<file path="config.mk">
export PLATFORM = sky130hd
export DESIGN_NAME = ps2_scan_receiver
export DESIGN_NICKNAME = d
export VERILOG_FILES = /design/src/rtl/ps2_pkg.sv /design/src/rtl/ps2_sync_fifo.sv /design/src/rtl/ps2_scan_receiver.sv
export SDC_FILE = /design/constraint.sdc
export NUM_CORES = 1
export LEC_CHECK = 0
export CORE_ASPECT_RATIO = 2
export CORE_MARGIN = 3
export CORE_UTILIZATION = 25
export CTS_BUF_LIST = sky130_fd_sc_hd__clkbuf_4
export DETAILED_ROUTE_END_ITERATION = 7
export PLACE_DENSITY = 0.43
export SLEW_MARGIN = 5
export SYNTH_ARGS = -nofsm -noshare
export SYNTH_HDL_FRONTEND = slang
export SYNTH_HIERARCHICAL = 1
export SYNTH_SLANG_ARGS = --single-unit
</file>
<file path="constraint.sdc">
create_clock -name clk -period 2.25 [get_ports clk]
set_input_delay 0.225 -clock clk [delete_from_list [all_inputs] [get_ports clk]]
set_output_delay 0.225 -clock clk [all_outputs]
set_load 0.03 [all_outputs]
</file>
<file path="src/rtl/ps2_pkg.sv">
// ps2_pkg: shared FSM state type and PS/2 frame constants
package ps2_pkg;
  typedef enum logic [1:0] {IDLE, DATA, PARITY, STOP} ps2_state_t;
  localparam logic [7:0] PS2_EXT_CODE = 8'hE0;
  localparam logic [7:0] PS2_BRK_CODE = 8'hF0;
  localparam int PS2_FRAME_BITS = 11;
endpackage

</file>
<file path="src/rtl/ps2_sync_fifo.sv">
// ps2_sync_fifo: first-word-fall-through FIFO with sticky overflow on dropped pushes
module ps2_sync_fifo #(
  parameter int DEPTH = 8,
  parameter int WIDTH = 10
) (
  input  logic                       clk,
  input  logic                       rst,
  input  logic                       push,
  input  logic [WIDTH-1:0]           din,
  input  logic                       pop,
  output logic [WIDTH-1:0]           dout,
  output logic                       valid,
  output logic [$clog2(DEPTH):0]     fill,
  output logic                       overflow
);
  localparam int AW = $clog2(DEPTH);
  logic [WIDTH-1:0] mem [DEPTH];
  logic [AW-1:0] wp, rp;
  logic do_push, do_pop, full;
  assign valid = fill != '0;
  assign full = fill == (AW+1)'(DEPTH);
  assign do_pop = pop && valid;
  assign do_push = push && (!full || do_pop);
  assign dout = valid ? mem[rp] : '0;
  always_ff @(posedge clk)
    if (do_push) mem[wp] <= din;
  always_ff @(posedge clk) begin
    if (!rst) begin
      wp <= '0;
      rp <= '0;
      fill <= '0;
      overflow <= 1'b0;
    end else begin
      wp <= wp + AW'(do_push);
      rp <= rp + AW'(do_pop);
      fill <= fill + (AW+1)'(do_push) - (AW+1)'(do_pop);
      overflow <= overflow || (push && full && !do_pop);
    end
  end
endmodule

</file>
<file path="src/rtl/ps2_scan_receiver.sv">
// ps2_scan_receiver: filtered PS/2 frame receiver feeding a scancode FIFO
// Define PS2_EXT_DECODE_EN to fold E0/F0 prefixes into the ext/brk flags of the next byte.
module ps2_scan_receiver
  import ps2_pkg::*;
#(
  parameter int FILTER_LEN = 8,
  parameter int FIFO_DEPTH = 8,
  parameter int TIMEOUT_CYCLES = 50000
) (
  input  logic                          clk,
  input  logic                          rst,
  input  logic                          EN,
  input  logic                          ps2d,
  input  logic                          ps2c,
  input  logic                          rd_en,
  output logic [7:0]                    dato,
  output logic                          out_brk,
  output logic                          out_ext,
  output logic                          out_valid,
  output logic                          tick,
  output logic                          correct,
  output logic                          frame_err,
  output logic                          overflow,
  output logic [$clog2(FIFO_DEPTH):0]   fill
);
  localparam int TW = $clog2(TIMEOUT_CYCLES + 1);
  logic [1:0] c_s, d_s;
  logic [FILTER_LEN-1:0] filt;
  logic f_lvl, fe, d;
  ps2_state_t state, state_n;
  logic [2:0] cnt, cnt_n;
  logic [7:0] sh, sh_n, code;
  logic par, par_n, done, bad, timeout, acc, push;
  logic [TW-1:0] tmr, tmr_n;
  logic [9:0] push_data, head;
  assign d = d_s[1];
  always_ff @(posedge clk) begin
    if (!rst) begin
      c_s <= 2'b11;
      d_s <= 2'b11;
      filt <= '1;
      f_lvl <= 1'b1;
      fe <= 1'b0;
    end else begin
      c_s <= {c_s[0], ps2c};
      d_s <= {d_s[0], ps2d};
      filt <= {filt[FILTER_LEN-2:0], c_s[1]};
      f_lvl <= &filt ? 1'b1 : ~|filt ? 1'b0 : f_lvl;
      fe <= f_lvl && ~|filt;
    end
  end
  always_comb begin
    state_n = state;
    cnt_n = cnt;
    sh_n = sh;
    par_n = par;
    done = 1'b0;
    bad = 1'b0;
    timeout = 1'b0;
    tmr_n = (state == IDLE || fe) ? '0 : tmr + 1'b1;
    if (!EN) begin
      state_n = IDLE;
      cnt_n = '0;
    end else if (state != IDLE && !fe && tmr == TW'(TIMEOUT_CYCLES - 1)) begin
      state_n = IDLE;
      cnt_n = '0;
      timeout = 1'b1;
    end else if (fe) begin
      case (state)
        IDLE: begin
          state_n = d ? IDLE : DATA;
          cnt_n = '0;
        end
        DATA: begin
          sh_n = {d, sh[7:1]};
          cnt_n = cnt + 3'd1;
          state_n = cnt == 3'd7 ? PARITY : DATA;
        end
        PARITY: begin
          par_n = d;
          state_n = STOP;
        end
        default: begin
          state_n = IDLE;
          done = d && ^{sh, par};
          bad = !done;
        end
      endcase
    end
  end
  always_ff @(posedge clk) begin
    if (!rst) begin
      state <= IDLE;
      cnt <= '0;
      sh <= '0;
      par <= 1'b0;
      tmr <= '0;
      acc <= 1'b0;
      code <= '0;
      correct <= 1'b1;
      frame_err <= 1'b0;
    end else begin
      state <= state_n;
      cnt <= cnt_n;
      sh <= sh_n;
      par <= par_n;
      tmr <= tmr_n;
      acc <= done;
      code <= done ? sh : code;
      correct <= done ? 1'b1 : bad ? 1'b0 : correct;
      frame_err <= frame_err || bad || timeout;
    end
  end
`ifdef PS2_EXT_DECODE_EN
  logic pend_ext, pend_brk, is_ext, is_brk;
  assign is_ext = code == PS2_EXT_CODE;
  assign is_brk = code == PS2_BRK_CODE;
  assign push = acc && !is_ext && !is_brk;
  assign push_data = {pend_ext, pend_brk, code};
  always_ff @(posedge clk) begin
    if (!rst || push) begin
      pend_ext <= 1'b0;
      pend_brk <= 1'b0;
    end else if (acc) begin
      pend_ext <= pend_ext || is_ext;
      pend_brk <= pend_brk || is_brk;
    end
  end
`else
  assign push = acc;
  assign push_data = {2'b00, code};
`endif
  assign tick = push;
  assign {out_ext, out_brk, dato} = head;
  ps2_sync_fifo #(.DEPTH(FIFO_DEPTH), .WIDTH(10)) u_fifo (
    .clk(clk),
    .rst(rst),
    .push(push),
    .din(push_data),
    .pop(rd_en),
    .dout(head),
    .valid(out_valid),
    .fill(fill),
    .overflow(overflow)
  );
endmodule

</file>
After elaboration in Yosys (flattened, before gate mapping)
Memories as Yosys holds them, arrays and structs flattened. A register that Yosys moved wholly into a read port is not among the register bits.
Cells that the tools add are included.
{"block": "totals", "output_inout_bits": 19, "inputBits": 6, "wordCells": 84, "regBits": 66, "mem_bits_rw": 64, "n_memories": 1}
{"name": "u_fifo.mem", "words": 8, "width": 8, "rd": 1, "rd_ports_with_merged_regs": 1, "wr": 1, "line": "ps2_sync_fifo.sv:17", "source": "logic [WIDTH-1:0] mem [DEPTH];"}
{"block": "op_classes", "eq_ne": 5, "bitwise": 3, "n_reduce_logical": 33, "mux": 18, "add_sub_neg": 6}
{"operator": "16-bit by 1-bit adder with 16-bit output (second input constant)", "count": 1}
{"operator": "16-bit == test (second input constant)", "count": 1}
{"operator": "1-bit two-way mux", "count": 13}
{"operator": "10-bit two-way mux", "count": 1}
{"operator": "9-bit parity", "count": 1}
{"operator": "1-bit logical AND", "count": 8}
{"operator": "4-bit AND reduction", "count": 2}
{"operator": "8-bit AND reduction", "count": 1}
{"operator": "8-bit OR reduction", "count": 1}
{"operator": "3-bit by 1-bit adder with 3-bit output", "count": 2}
{"operator": "2-bit case mux with 3 select lines", "count": 1}
{"operator": "3-bit case mux with 2 select lines", "count": 1}
{"operator": "2-bit OR reduction", "count": 3}
{"operator": "3-bit OR reduction", "count": 2}
{"operator": "1-bit logical NOT", "count": 5}
{"operator": "1-bit logical OR", "count": 5}
{"operator": "4-bit by 1-bit adder with 4-bit output", "count": 1}
{"operator": "4-bit == test (second input constant)", "count": 1}
{"operator": "2-bit nonzero test", "count": 2}
{"operator": "4-bit nonzero test", "count": 1}
{"operator": "4-bit by 1-bit subtractor with 4-bit output", "count": 1}
{"operator": "3-bit by 1-bit adder with 3-bit output (second input constant)", "count": 1}
{"operator": "3-bit == test (second input constant)", "count": 1}
{"operator": "3-bit two-way mux", "count": 1}
{"operator": "other kinds (6)", "count": 8}

Longest topological paths before layout
Gate-level depths: netlist of the first run.
{"block": "depth", "ltp_word": 9, "ltp_mapped": 10, "depth_no_buf": 10}

Modules after synthesis
Netlist of the first run, hierarchy kept.
{"module": "ps2_sync_fifo", "seq_area_each_um2": 2622.5, "area_per_inst_um2": 3629.7, "instances": 1, "cells_each": 188}
{"module": "ps2_scan_receiver", "seq_area_each_um2": 1101.1, "area_per_inst_um2": 2250.9, "instances": 1, "cells_each": 251}

Worst setup path after synthesis of the first run
OpenSTA, ideal clock, no wires.
{"block": "synth_timing", "path_kind": "reg2reg", "startpoint": "register u_fifo.fill[2]", "endpoint": "memory u_fifo/mem[0][0] (netlist name), enable pin", "arrival_time_ns": 2.132, "path_stages_with_launch": 6, "setup_time_ns": 0.390, "period_less_slack_ns": 2.521, "n_path_buf": 0, "t_required_ns": 1.860, "path_slack_ns": -0.271, "cell_sequence": "dfxtp_1 inv_1 ha_1 nand2b_1 a311o_1 nor3_1"}
{"block": "synth_between", "elab_chain_len": 6, "word_cells_on_any_way": 8, "classes_between": "eq/ne: 1; mux: 2; reduce/logical: 5"}
{"element": "start, declared", "line": "ps2_sync_fifo.sv:13", "source": "output logic [$clog2(DEPTH):0] fill,"}
{"element": "start signal, assigned", "line": "ps2_sync_fifo.sv:36", "source": "fill <= fill + (AW+1)'(do_push) - (AW+1)'(do_pop);"}
{"element": "4-bit == test or 4-bit nonzero test (tied branches)", "line": "ps2_sync_fifo.sv:21, ps2_sync_fifo.sv:20"}
{"element": "1-bit logical NOT or 1-bit logical AND (tied branches)", "line": "ps2_sync_fifo.sv:23, ps2_sync_fifo.sv:22"}
{"element": "1-bit logical OR *", "line": "ps2_sync_fifo.sv:23", "source": "assign do_push = push && (!full || do_pop);"}
{"element": "1-bit logical AND *", "line": "ps2_sync_fifo.sv:23"}
{"element": "1-bit two-way mux *", "line": "ps2_sync_fifo.sv:26", "source": "if (do_push) mem[wp] <= din;"}
{"element": "1-bit two-way mux (not written as such) *", "line": "ps2_sync_fifo.sv:26"}
{"element": "end, declared", "line": "ps2_sync_fifo.sv:17"}
Every way passes the cells marked *; elsewhere a longest branch is shown, timed or not.

Worst setup path after layout of the first run
{"block": "layout_timing", "startpoint": "register u_fifo.fill[2]", "endpoint": "output dato[6]"}
{"block": "layout_between", "elab_chain_len": 2}
{"element": "4-bit nonzero test", "line": "ps2_sync_fifo.sv:20", "source": "assign valid = fill != '0;"}
{"element": "10-bit two-way mux", "line": "ps2_sync_fifo.sv:24", "source": "assign dout = valid ? mem[rp] : '0;"}
{"element": "end, declared", "line": "ps2_scan_receiver.sv:16", "source": "output logic [7:0] dato,"}
Every way passes these cells.

==> qor.yml, run 1 <==
timing:
  timing.setup.tns_ns: -0.7521
  hold_viol_final: 0
  worst_slew_pin_slew_ns: 0.5027
  slew_headroom_pct: 66.34
  setup_violations: 10
  fin_ws_ns: -0.1109
  max_clock_freq_mhz: 423.6
  fin_crit_ns: 2.361
  clock_skew_ns: 0.02243
  rsz0062_at_grt: "true"
  period_share_pct: 104.9
  slew_violations: 0
outcome:
  status: "complete, but fails checks"
  violations: "negative setup slack"
setup_path:
  cp-start-kind: "flip-flop"
  critPathCaptureType: "output pin"
  required_ns: 2.03
  criticalPathCategory: "reg -> out"
  cp_max_fo: 6
  crit_arrival_ns: 2.14
  r2r_slack_ns: 0.09
finish:
  final_cell_area_um2: 7261
  drive_above_1_share_pct: 22.26
  n_fill_cell: 2275
  fin_nets: 536
  syn_to_final_growth_pct: 23.47
  instances_no_fill: 811
synth:
  syn-cell-area_um2: 5881
  synth_flop_cell: "edfxtp_1"
  yosysWarningCount: 6
  synth_edf_count: 80
  seq_area_frac_synth_pct: 63.32
  synth-async-reset-ratio_pct: 0
  synth_cells: 439
  avgSynthCellArea_um2: 13.40
  yosys.cell_types.count: 52
  ys_ff_latch: 146
floorplanning:
  die_x_um: 114.5
  num_rows: 78
  die_y_um: 222.9
  initial_core_util_pct: 25.64
  fp.dieArea_um2: 25510
  ios: 25
  core_um2: 22930
drt:
  routed_wl_mm: 11.92
  vias: 3540
  dr.pass1.iters: 4
  avgViaCountPerCell: 4.365
  drt_iter0_drc: 120
  ant_nets: 0
  drc: 0
  drt-wirelength-per-cell_um: 14.70
global_route:
  track_usage_pct: 9.928
  grt_overflow_total: 0
  grt_max_degree: 26
  grt_pass1_wl_mm: 19.41
  grt_antenna_before_repair: 1
  grt_pass1_vias: 3699
placement:
  routabilityCongestion: 0.7074
  io_buffers: 24
  placedCellCount: 769
  placed_area_um2: 6718
  dp_slack_ns: -0.04143
  hpwl_mm: 8.564
power:
  ir_drop_mv: 0.6727
  leakagePower_nw: 2.569
  power_density_nw_per_um2: 904.1
  p_total_mw: 6.565
run:
  cap_viol_max_count: 0
clock_network:
  clk_latency_ns: 0.53
  cts.htree.levels: 4
  clkTransAtPathRegs_ns: 0.13
  tritoncts: "built"
  cts_made_buffers: 17
  cts.sinks: 146
  clk_path_buf_depth: 2
  root_buffer: "clkbuf_4"
min_path:
  hold_path.class: "in -> reg"
==> flip-flops by register name, indices dropped and copies added, names as in the netlist <==
signal / cells
c_s: 2
cnt: 3
code: 8
correct: 1
d_s: 2
f_lvl: 1
fe: 1
filt: 8
frame_err: 1
par: 1
sh: 8
state: 2
tick: 1
tmr: 16
u_fifo/fill: 4
u_fifo/mem: 80
u_fifo/overflow: 1
u_fifo/rp: 3
u_fifo/wp: 3
==> cell type report <==
type,instances,area [um^2],area share [%]
inverter,21,81.33,1.120
multi-input combinational,271,2133,29.38
sequential,146,3732,51.40
tap,280,350.3,4.825
antenna,1,2.502,0.03446
clock inverter,13,183.9,2.533
timing repair buffer,60,634.4,8.737
clock buffer,19,142.6,1.965
==> power breakdown <==
part	leakage, nW	switching, mW	internal (mW)	total (mW)
Sequential	1.31	0.0631	2.85	2.91
Clock	0.173	0.944	0.910	1.85
Combinational	1.09	0.822	0.977	1.80
Total	2.57	1.83	4.73	6.56
==> path summary, 6_finish.rpt <==
kind	start	end	depth (start not counted)
max reg2reg	u_fifo/fill[2]$_SDFF_PN0_	u_fifo/fill[1]$_SDFF_PN0_	10
min	ps2d	d_s[0]$_SDFF_PN1_	2
min reg2reg	c_s[0]$_SDFF_PN1_	c_s[1]$_SDFF_PN1_	1
max	u_fifo/fill[2]$_SDFF_PN0_	dato[6]	7
==> worst max-delay path: stages, from the launching register on <==
cell	delay, ns
dfxtp_4	0.37
inv_4	0.05
ha_4	0.11
or3b_4	0.37
and2_4	0.21
buf_6	0.13
a22o_1	0.22
buf_6	0.14
==> cell usage in the layout (no fill, tap or decap), types with 16 or more instances in the layout <==
| cell | netlist | final |
|---|---|---|
| nand2b_1 | 18 | 17 |
| dfxtp_1 | 66 | 63 |
| clkbuf_4 | 0 | 19 |
| a21oi_1 | 18 | 18 |
| buf_4 | 0 | 24 |
| nand2_1 | 44 | 44 |
| mux4_2 | 20 | 20 |
| edfxtp_1 | 80 | 80 |
| inv_1 | 21 | 19 |
| nor2_1 | 27 | 27 |
| conb_1 | 1 | 16 |
==> Yosys cell counts, types with 2 or more instances <==
cell type	instances	area, um^2
edfxtp_1	80	2402
dfxtp_1	66	1321
nand2_1	44	165.2
nor2_1	27	101.4
inv_1	21	78.83
mux4_2	20	450.4
a21oi_1	18	90.09
nand2b_1	18	112.6
clkbuf_1	12	45.04
ha_1	12	150.1
xnor2_1	11	96.34
a22o_1	10	87.58
and2_1	10	62.56
nand4_1	9	56.30
o22ai_1	9	56.30
nand3_1	7	35.03
nor4_1	7	43.79
xor2_1	6	52.55
nor3_1	5	25.02
and3_1	3	18.77
mux2i_1	3	30.03
nand4b_1	3	26.28
nor2b_1	3	18.77
a21o_1	2	15.01
a31oi_1	2	12.51
buf_2	2	10.01
o21ai_0	2	10.01
or3_1	2	12.51
or4_1	2	15.01
==> metal layers <==
metal  vias to the layer above  routed length, um  GRT usage [%]
met1                      1718               4528          10.24
met2                        44               6821          18.45
met4                         0                280          4.219
li1                       1761                  -              -
met3                        17                291          2.524
met5                         -                  0              0
==> metrics by stage <==
step	hold WS [ns]	util (%)
finish	0.2394	31.66
global route	0.1851	31.66
CTS	0.1710	31.34
detailed placement	0.3949	29.29
global placement	0.3922	29.29
floorplan	0.3265	-
==> repair_timing <==
item	4_1_cts	5_1_grt
resized for setup	43	17
gates cloned	1	0
pin swaps	4	6
buffers inserted	5	3
setup endpoints to repair	13	14
hold buffers	0	0
==> kinds of logic (layout without fill, tap and decap cells) <==
| family | after synthesis | in the layout | synth area share (%) |
|---|---|---|---|
| AND/OR/NAND/NOR | 147 | 147 | 12.89 |
| multiplexers | 25 | 25 | 8.808 |
| buffers and inverters | 37 | 113 | 2.532 |
| XOR/XNOR | 20 | 20 | 3.723 |
| flip-flops | 146 | 146 | 63.32 |
| adder cells (fa/ha/maj) | 13 | 13 | 2.894 |
| AO/OA/AOI/OAI | 50 | 50 | 5.766 |
| other | 1 | 17 | 0.06377 |
No activity file was read; power rests on OpenSTA's default activity.
==> run 2: changes to the inputs <==
--- a/config.mk
+++ b/config.mk
@@ -11,6 +11,7 @@
 export CTS_BUF_LIST = sky130_fd_sc_hd__clkbuf_4
 export DETAILED_ROUTE_END_ITERATION = 7
 export PLACE_DENSITY = 0.43
+export SKIP_LAST_GASP = 1
 export SLEW_MARGIN = 5
 export SYNTH_ARGS = -nofsm -noshare
 export SYNTH_HDL_FRONTEND = slang
==> qor.yml, run 2 (same netlist as run 1, synthesis figures left out) <==
timing:
  clock_skew_ns: 0.02243  # about the same
  setup_violations: 10  # unchanged
  period_share_pct: 105.0  # was 104.9%
  hold_viol_final: 0  # unchanged
  fin_crit_ns: 2.362  # was 2.361 ns
  rsz0062_at_grt: "true"  # unchanged
  max_clock_freq_mhz: 423.3  # was 423.6 MHz
  slew_violations: 0  # unchanged
  slew_headroom_pct: 66.23  # was 66.34%
  fin_ws_ns: -0.1124  # was -0.1109 ns
  worst_slew_pin_slew_ns: 0.5053  # was 0.5027 ns
finish:
  final_cell_area_um2: 7249  # was 7261 um^2
  syn_to_final_growth_pct: 23.28  # was 23.47%
  n_fill_cell: 2274  # was 2275
  largest_register_ffs: 80  # unchanged
  mostFrequentLayoutCell: "edfxtp_1"  # unchanged
  regMostFlops: "u_fifo/mem"  # unchanged
  drive_above_1_share_pct: 22.26  # unchanged
  mostFrequentLayoutCells: "80 x edfxtp_1, 63 x dfxtp_1, 44 x nand2_1"  # unchanged
  top_regs: "u_fifo/mem x80, tmr x16"  # unchanged
  fin_nets: 536  # unchanged
  final_core_util_pct: 31.61  # was 31.66%
placement:
  placed_area_um2: 6718  # unchanged
  hpwl_mm: 8.564  # unchanged
  io_buffers: 24  # unchanged
  routabilityCongestion: 0.7074  # unchanged
drt:
  dr.pass1.iters: 5  # was 4
  drt_iter0_drc: 123  # was 120
  ant_nets: 0  # unchanged
  routed_wl_mm: 11.92  # about the same
  drt-wirelength-per-cell_um: 14.69  # was 14.70 um
  avgViaCountPerCell: 4.363  # was 4.365
  drc: 0  # unchanged
  vias: 3538  # was 3540
setup_path:
  path_cells: "inv_4 -> ha_4 -> or3b_4 -> and2_4 -> buf_6 -> a22o_1 -> buf_6"  # unchanged
  crit_path_frequent_cell: "buf_6"  # unchanged
  criticalPathCategory: "reg -> out"  # unchanged
  crit_arrival_ns: 2.14  # about the same
  cp_max_fo: 6  # unchanged
  worst_path_max_delay_cell: "dfxtp_4"  # unchanged
  critPathCaptureType: "output pin"  # unchanged
  cp-start-kind: "flip-flop"  # unchanged
  required_ns: 2.03  # about the same
  max_stage_delay_ns: 0.37  # about the same
clock_network:
  clkTransAtPathRegs_ns: 0.13  # about the same
  clk_path_buf_depth: 2  # unchanged
  tritoncts: "built"  # unchanged
  cts.sinks: 146  # unchanged
  clk_latency_ns: 0.54  # was 0.53 ns
  cts.htree.levels: 4  # unchanged
  cts_made_buffers: 17  # unchanged
  root_buffer: "clkbuf_4"  # unchanged
power:
  power_density_nw_per_um2: 904.1  # about the same
  seqPwrFrac_pct: 44.4  # was 44.3%
  ir_drop_mv: 0.6727  # about the same
  clockPowerShare_pct: 28.3  # about the same
  p_comb_share_pct: 27.3  # was 27.4%
  p_total_mw: 6.554  # was 6.565 mW
  leakagePower_nw: 2.566  # was 2.569 nW
  power.net_switching_mw: 1.828  # was 1.830 mW
  p_sw_share_pct: 27.89  # was 27.87%
  internal_power_mw: 4.726  # was 4.735 mW
floorplanning:
  ios: 25  # unchanged
  die_y_um: 222.9  # unchanged
  die_x_um: 114.5  # unchanged
  core_um2: 22930  # unchanged
  num_rows: 78  # unchanged
  initial_core_util_pct: 25.64  # unchanged
  fp.dieArea_um2: 25510  # unchanged
global_route:
  grt_overflow_total: 0  # unchanged
  track_usage_pct: 9.933  # was 9.928%
  grt_max_degree: 26  # unchanged
  grt_pass1_vias: 3700  # was 3699
  grt_antenna_before_repair: 1  # unchanged
  grt_pass1_wl_mm: 19.42  # was 19.41 mm
outcome:
  violations: "negative setup slack"  # unchanged
  status: "complete, but fails checks"  # unchanged
run:
  cap_viol_max_count: 0  # unchanged
min_path:
  hold_path.class: "in -> reg"  # unchanged
## run 2: changes by cell type in the layout (fill, tap and decap cells not counted)
cell | before | now
buf_4 | 24 | 27
buf_6 | 13 | 10
## run 2: path summary, 6_finish.rpt
path	start	endpoint	slack [ns]	depth (start not counted)
hold reg to reg	c_s[0]$_SDFF_PN1_	c_s[1]$_SDFF_PN1_	0.42	1
setup reg to reg	u_fifo/fill[2]$_SDFF_PN0_	u_fifo/fill[1]$_SDFF_PN0_	0.09	10
setup / recovery	u_fifo/fill[2]$_SDFF_PN0_	dato[6]	-0.11	7
hold / removal	ps2d	d_s[0]$_SDFF_PN1_	0.24	2
## run 2: routing by layer
metal,global-route usage (%),routed length (um)
met1,10.26,4534
met2,18.45,6811
met3,2.524,287
met4,4.219,283
met5,0,0
## run 2: worst max-delay path, delay by kind of cell, from the launching register on
kind | cells | cell delay [ns]
buf+inv | 3 | 0.32
compound gates | 1 | 0.22
flops | 1 | 0.37
fa+ha+maj | 1 | 0.11
simple gates | 2 | 0.58
## run 2: layout make-up
| cell class | instances | area, um^2 | area share [%] |
|---|---|---|---|
| clock inverter | 13 | 183.9 | 2.537 |
| sequential | 146 | 3732 | 51.48 |
| inverter | 21 | 81.33 | 1.122 |
| tap | 280 | 350.3 | 4.833 |
| antenna | 1 | 2.502 | 0.03452 |
| timing repair buffer | 60 | 623.1 | 8.595 |
| clock buffer | 19 | 142.6 | 1.968 |
| multi-input combinational | 271 | 2133 | 29.43 |
## run 2: what timing repair did
| action | in CTS | in global routing |
|---|---|---|
| setup buffers | 5 | 3 |
| endpoints found under the setup margin | 13 | 14 |
| gates resized for setup | 41 | 16 |
| hold buffers | 0 | 0 |
| cloned | 1 | 0 |
| pin swaps | 4 | 6 |
## run 2: power groups by stage
stage                     logic (mW)  registers (mW)  clock network, mW
after floorplan                0.908            3.01                  0
after global placement          1.55            2.95                  0
after detailed placement        1.56            2.95                  0
after CTS                       1.77            2.90               1.94
after global routing            1.95            2.92               2.05
final                           1.79            2.91               1.86
## run 2: metrics by stage
stage	hold WS (ns)	cells	worst slack, ns	TNS [ns]
detailed placement	0.3949	769	-0.04143	-0.1643
CTS	0.1710	807	-0.2225	-1.800
finish	0.2379	811	-0.1124	-0.7950
global route	0.1851	811	-0.2388	-2.012
global placement	0.3922	769	-0.03358	-0.1249
floorplan	0.3265	454	0.004588	0
